## config.mk

```make
export PLATFORM = sky130hd
export DESIGN_NAME = spi_cmd_ctrl
export DESIGN_NICKNAME = d
export VERILOG_FILES = /design/src/rtl/spi_cmd_ctrl.sv
export SDC_FILE = /design/constraint.sdc
export NUM_CORES = 1
export LEC_CHECK = 0
export ABC_AREA = 1
export CAP_MARGIN = 10
export CORE_UTILIZATION = 40
export CTS_CLUSTER_DIAMETER = 50
export DETAILED_ROUTE_END_ITERATION = 16
export PLACE_DENSITY = 0.67
export SKIP_LAST_GASP = 1
export SYNTH_ARGS = -nofsm -noshare
export SYNTH_HDL_FRONTEND = slang
export SYNTH_SLANG_ARGS = --single-unit
```

## constraint.sdc

```tcl
create_clock -name clk -period 2.25 [get_ports clk]
set_input_delay 0.45 -clock clk [delete_from_list [all_inputs] [get_ports clk]]
set_output_delay 0.45 -clock clk [all_outputs]
set_load 0.01 [all_outputs]
```

## src/rtl/spi_cmd_ctrl.sv

```systemverilog
// Host command controller behind the 64-bit SPI word receiver: decodes each word,
// owns the register bank and engine start/done handshake, and builds the response word.
module spi_cmd_ctrl #(
    parameter int NREGS = 8
) (
    input  logic                  clk,
    input  logic                  resetn,
    input  logic                  rx_word_valid,
    input  logic [63:0]           rx_word,
    output logic [63:0]           tx_word,
    output logic [NREGS*32-1:0]   regs_flat,
    output logic                  start,
    input  logic                  busy,
    input  logic                  done,
    input  logic [31:0]           result,
    output logic                  err
);
    localparam int AW = $clog2(NREGS);

    typedef enum logic {IDLE, EXEC} state_t;

    state_t                   state, state_n;
    logic [NREGS-1:0][31:0]   regs;
    logic [63:0]              cmd;
    logic                     valid_q, armed;
    logic                     active, rvalid, err_op, err_addr, err_busy;
    logic [7:0]               cmd_count;

    logic                     n_active, n_rvalid, n_err_op, n_err_addr, n_err_busy;
    logic [7:0]               n_count;
    logic                     wr_en, start_n;
    logic [31:0]              rsp_data;
    logic [7:0]               status_n;

    logic [7:0]               op, addr;
    logic [31:0]              data;
    logic [AW-1:0]            idx;
    logic                     addr_ok, is_last, edge_det;
    logic [31:0]              last_eff;

    assign op        = cmd[63:56];
    assign addr      = cmd[55:48];
    assign data      = cmd[31:0];
    assign idx       = addr[AW-1:0];
    assign addr_ok   = ({1'b0, addr} < 9'(NREGS));
    assign is_last   = addr_ok && (idx == AW'(NREGS - 1));
    // A completing engine result is visible to a command executing in the same cycle.
    assign last_eff  = done ? result : regs[NREGS-1];
    // armed blocks a level that was already high across reset release.
    assign edge_det  = armed && rx_word_valid && !valid_q;
    assign regs_flat = regs;
    assign err       = err_op | err_addr | err_busy;

    always_comb begin
        state_n    = state;
        n_active   = done ? 1'b0 : active;
        n_rvalid   = done ? 1'b1 : rvalid;
        n_err_op   = err_op;
        n_err_addr = err_addr;
        n_err_busy = err_busy;
        n_count    = cmd_count;
        wr_en      = 1'b0;
        start_n    = 1'b0;
        rsp_data   = 32'd0;
        case (state)
            IDLE: if (edge_det) state_n = EXEC;
            EXEC: begin
                state_n = IDLE;
                n_count = cmd_count + 8'd1;
                case (op)
                    8'h01: begin
                        if (addr_ok) begin
                            wr_en    = !(done && is_last);
                            rsp_data = data;
                        end else begin
                            n_err_addr = 1'b1;
                        end
                    end
                    8'h02: begin
                        if (addr_ok) rsp_data = is_last ? last_eff : regs[idx];
                        else         n_err_addr = 1'b1;
                    end
                    8'h03: begin
                        if (busy || n_active) begin
                            n_err_busy = 1'b1;
                        end else begin
                            start_n  = 1'b1;
                            n_active = 1'b1;
                            n_rvalid = 1'b0;
                        end
                    end
                    8'h04: rsp_data = last_eff;
                    8'h05: begin
                        n_err_op   = 1'b0;
                        n_err_addr = 1'b0;
                        n_err_busy = 1'b0;
                    end
                    default: n_err_op = 1'b1;
                endcase
            end
            default: state_n = IDLE;
        endcase
        status_n = {3'b000, n_err_busy, n_err_addr, n_err_op, n_rvalid, n_active};
    end

    always_ff @(posedge clk) begin
        if (!resetn) begin
            state     <= IDLE;
            regs      <= '0;
            cmd       <= '0;
            valid_q   <= 1'b0;
            armed     <= 1'b0;
            active    <= 1'b0;
            rvalid    <= 1'b0;
            err_op    <= 1'b0;
            err_addr  <= 1'b0;
            err_busy  <= 1'b0;
            cmd_count <= 8'd0;
            tx_word   <= '0;
            start     <= 1'b0;
        end else begin
            state     <= state_n;
            armed     <= 1'b1;
            // Previous value frozen during EXEC so an edge landing there is seen back in IDLE.
            if (state == IDLE) valid_q <= rx_word_valid;
            if (state == IDLE && edge_det) cmd <= rx_word;
            active    <= n_active;
            rvalid    <= n_rvalid;
            err_op    <= n_err_op;
            err_addr  <= n_err_addr;
            err_busy  <= n_err_busy;
            cmd_count <= n_count;
            start     <= start_n;
            if (state == EXEC) tx_word <= {op, addr, status_n, n_count, rsp_data};
            if (done)  regs[NREGS-1] <= result;
            if (wr_en) regs[idx]     <= data;
        end
    end
endmodule

```

After elaboration in Yosys (flattened, before gate mapping)
Cells that the tools add are included.

Add/subtract/negate cells: 1. Order comparisons: 3. Eq/ne operators: 6. Muxes and demuxes: 36. Bitwise operators: 3. Reductions and logical operators: 12.

Operator list (number): $bwmux 256 (1); $mux 256 (1); $mux 32 (7); $bmux 32 s3 (1); $demux 32 s3 (1); $pmux 32 s3 (1); $mux 1 (19); $eq 8x2->1 const B (2); $eq 8x3->1 const B (2); $add 8x1->8 const B (1); $eq 8x1->1 const B (1); $lt 8x4->1 const B (1); $mux 8 (1); $pmux 1 s2 (4); $logic_and 1x1->1 (6); $lt 3x4->1 const B (1); $reduce_or 4->1 (1); $eq 3x3->1 const B (1); $ge 3x1->1 const B (1); $reduce_and 3->1 (1); $logic_not 1->1 (2); $or 1x1->1 (2); $reduce_or 2->1 (1); $logic_or 1x1->1 (1); $not 1->1 (1).

Flip-flop bits (word level): 398. Input bits: 101. Output and inout port bits: 322. Word-level logic and storage cells: 81.

Depth between registers and ports, before layout
Depth after elaboration: 8. Depth in mapped cells: 16.

Worst setup path after synthesis
No wires, ideal clock.

Path kind: input to register. Start: input port done. End: register tx_word[25]. Setup time: 0.113 ns. Arrival: 1.434 ns. Setup slack: 0.703 ns. Cell stages on the path: 12. Buffers on the path: 1. Path through: clkinv_1 clkbuf_1 nand2_1 o21ai_0 nor2_1 o21bai_1 nand2_1 nand2_1 nand2_1 nand2_1 nand2_1 nand2_1.

Longest elaborated chain between the ends: 4.

Ends and longest elaborated chain: start: declaration (RTL line 14) `input logic done,`; $mux 32 * (RTL line 48) `assign last_eff = done ? result : regs[NREGS-1];`; $mux 32 (2 in a row) (RTL line 80) `if (addr_ok) rsp_data = is_last ? last_eff : regs[idx];`; $pmux 32 s3 * (RTL line 70) `case (op)`; end signal: assignment (RTL line 134) `if (state == EXEC) tx_word <= {op, addr, status_n, n_count, rsp_data};`; end: declaration (RTL line 10) `output logic [63:0] tx_word,`.

Mark *: on every way between the ends. The rest lies on a longest branch, timed or not. A chain may end at the register's enable or synchronous reset.

Worst setup path in the final report
Start: register regs, in the netlist regs_flat[232]. End: output port regs_flat[232].

RTL lines: start: declaration (RTL line 23) `logic [NREGS-1:0][31:0] regs;`; start signal: indexed assignment (RTL line 135) `if (done) regs[NREGS-1] <= result;`; start signal: indexed assignment (RTL line 136) `if (wr_en) regs[idx] <= data;`; end: declaration (RTL line 11) `output logic [NREGS*32-1:0] regs_flat,`.

No word-level cell between the ends.

==> metrics <==
Initial DRT Pass Iterations 6; DRT antenna net count 0; FF-to-FF Start cmd[50]; reg2reg setup slack ~0.14 ns; CTS sink count between 300 and 400; vias between 20,000 and 25,000; Reg-to-Reg End tx_word[10]; number of flops mapped to enable cells by yosys 0; area growth from synthesis to layout 36.3%; Worst-Skew Late Latency roughly 0.6 ns; cell area power density between 600 and 700 mW/mm2; critical path cell sequence clkdlybuf4s50_1; Clock power frac 0.442; sw frac 0.284; CTS H-tree lvls 2; Num CTS Buffers 45; Max-Cap Viols 0; Post-Syn Area between 0.015 and 0.02 mm2; Yosys top cell area share 0.434; Worst VDD drop 0.000510 V; first-pass GRT wire length ~120,000 um; IO buf count approximately 400; YS warnings 0; R2R depth 14; Die W about 210 um; combinational share of power 0.120; Rows 76; GRT overflow 0; Post-synth ARST share 0; GPL Wtd Cong 0.982; Starting Density 0.408; FF+latch count, synth roughly 380; Crit path depth 1; slowest CP cell clkdlybuf4s50_1; GRT Resource Usage Total 0.363; status complete, no violations; CTS tree built; Worst path max stage delay 0.61 ns; main flop type after synthesis dfxtp_1; Final Skew ~0.030 ns; cells after synthesis 2,599; vias in the first global route 18,700; wire length per cell approximately 24 um; area leader, netlist dfxtp_1; synthesized area per cell between 6 and 7 um2; pins over their slew limit 0; Critical Path Start regs_flat[232]; worst hold path type in2reg; Final period util 0.968; fin crit period between 2 and 2.5 ns; Post-layout nets 3,021; postcts setup bufs 0; Psw 4610 uW; unrepaired setup endpoints after global routing true; CP required between 1.5 and 2 ns; largest net degree at the start of global routing between 90 and 100; initial DRC count roughly 2,600; top post-synthesis cells by count nand2_1 (919), dfxtp_1 (382), a21oi_1 (242); root buf cell clkbuf_16; die height around 210 um; slew of the pin with the lowest slew margin 1.03 ns; Post-Layout Cell Count between 3,000 and 4,000; crit path DAT ~1.7 ns; CP max FO 3; Total Wirelength 83,600 um; CORE AREA between 0.04 and 0.05 mm2; ranking of synthesized cells by area dfxtp_1 (43%), nand2_1 (20%), nand4_1 (8.5%); share of layout cells above drive strength 1 0.0796; Hold Path Stages 4; WP buf/inv 1; post-DP HPWL slightly below 60,000 um; Synth cell types 31; Top delay family on crit path buffers and inverters; Crit Path Category reg2out; Placed Cells incl. Taps 3,457; Final Hold Fails 0; Boundary Pins 423; Residual DRC 0; CP endpoint regs_flat[232]; clk buf depth 3; fin util 0.556; register area share after synthesis 0.434; Die ar. roughly 0.045 mm2; # setup viols final 0; Critical Path End Type primary output; P_int 11,600 uW; Max Fclk 459 MHz; Slew Limit Headroom 0.310; CP startpoint kind register; Clk pin slew, worst setup/hold paths around 0.060 ns; LEAKAGE between 0.008 and 0.009 uW; via-per-instance ratio between 5 and 6; initial antenna violation count 4; most common cell in the netlist nand2_1; Seq pwr share 0.438
cells in the final DEF, fill, tap and decap left out, types with 9 or more instances in the layout:
cell type          n
nand2_1          919
clkdlybuf4s50_1  402
dfxtp_1          380
a21oi_1          242
nand4_1          240
nor2_1           134
nand3_1          126
o21ai_0          112
buf_4             93
inv_1             89
clkbuf_16         46
a211oi_1          32
buf_12            26
or2_2             12
nor2_2            11
clkbuf_1          10
clkinv_2           9
final cells by class:
type,count,area [um2]
well taps,585,732
fillers,4128,19200
repair buffers,524,5270
clock inverters,20,168
inverters,97,374
multi-input cells,1869,8570
diodes,1,2.50
flip-flops and latches,382,7650
clock buffers,62,1270
per-layer routing:
layer | part of all wire | vias up | GRT usage
li1 | - | 9268 | -
met1 | 0.39 | 9583 | 0.470
met2 | 0.43 | 1248 | 0.536
met3 | 0.13 | 219 | 0.113
met4 | 0.059 | 6 | 0.200
met5 | 0.00041 | - | 0
power by group through the flow:
stage               Clock [uW]  Combinational, uW  Sequential [uW]
global route              7510               2040             7110
floorplan                    0                946             7080
detailed placement           0               1880             7240
CTS                       7230               1890             7100
finish                    7170               1960             7110
global placement             0               1870             7240
worst min-delay path by stage:
stage                     slack, ns          end   startpoint
final                          0.31       active         done
after global routing           0.33       active         done
after CTS                      0.29       active         done
after detailed placement       0.44   tx_word[6]   tx_word[6]
after global placement         0.44  tx_word[18]  tx_word[18]
after floorplan                0.43      cmd[53]      cmd[53]
repair_timing:
item                                    in CTS  in global routing
endpoints found under the setup margin       0                  9
gates resized for setup                      0                  3
hold buffers                                 0                  0
through the flow:
step	worst slack (ns)	setup TNS, ns	hold WS [ns]	cell area (um2)	power, uW
after floorplan	0.703	0	0.431	17600	8020
after global placement	0.178	0	0.440	22600	9110
after detailed placement	0.117	0	0.444	22600	9130
after CTS	0.0824	0	0.292	24000	16200
after global routing	-0.00384	-0.00384	0.335	24000	16700
final	0.0719	0	0.311	24000	16200
cells by family after synthesis:
group	after synthesis	synth area share
AO/OA/AOI/OAI	403	0.121
XOR/XNOR	6	0.00298
adder cells (fa/ha/maj)	1	0.000709
buffers and inverters	350	0.0826
flip-flops	382	0.434
other	1	0.000213
AND/OR/NAND/NOR	1456	0.359
worst reg2reg max path, stage by stage, from the launching register on:
cell and delay, ns:
dfxtp_1 0.41, inv_1 0.11, nor2_2 0.14, buf_12 0.21, nand2_1 0.11, nor2_1 0.33, nor2_1 0.19, nand2_1 0.12
nand2_1 0.06, nand2_1 0.05, nand2_1 0.05, nand2_1 0.06, nand2_1 0.05, nand2_1 0.06, nand2_1 0.05
Power figures use the tool's default switching activity.
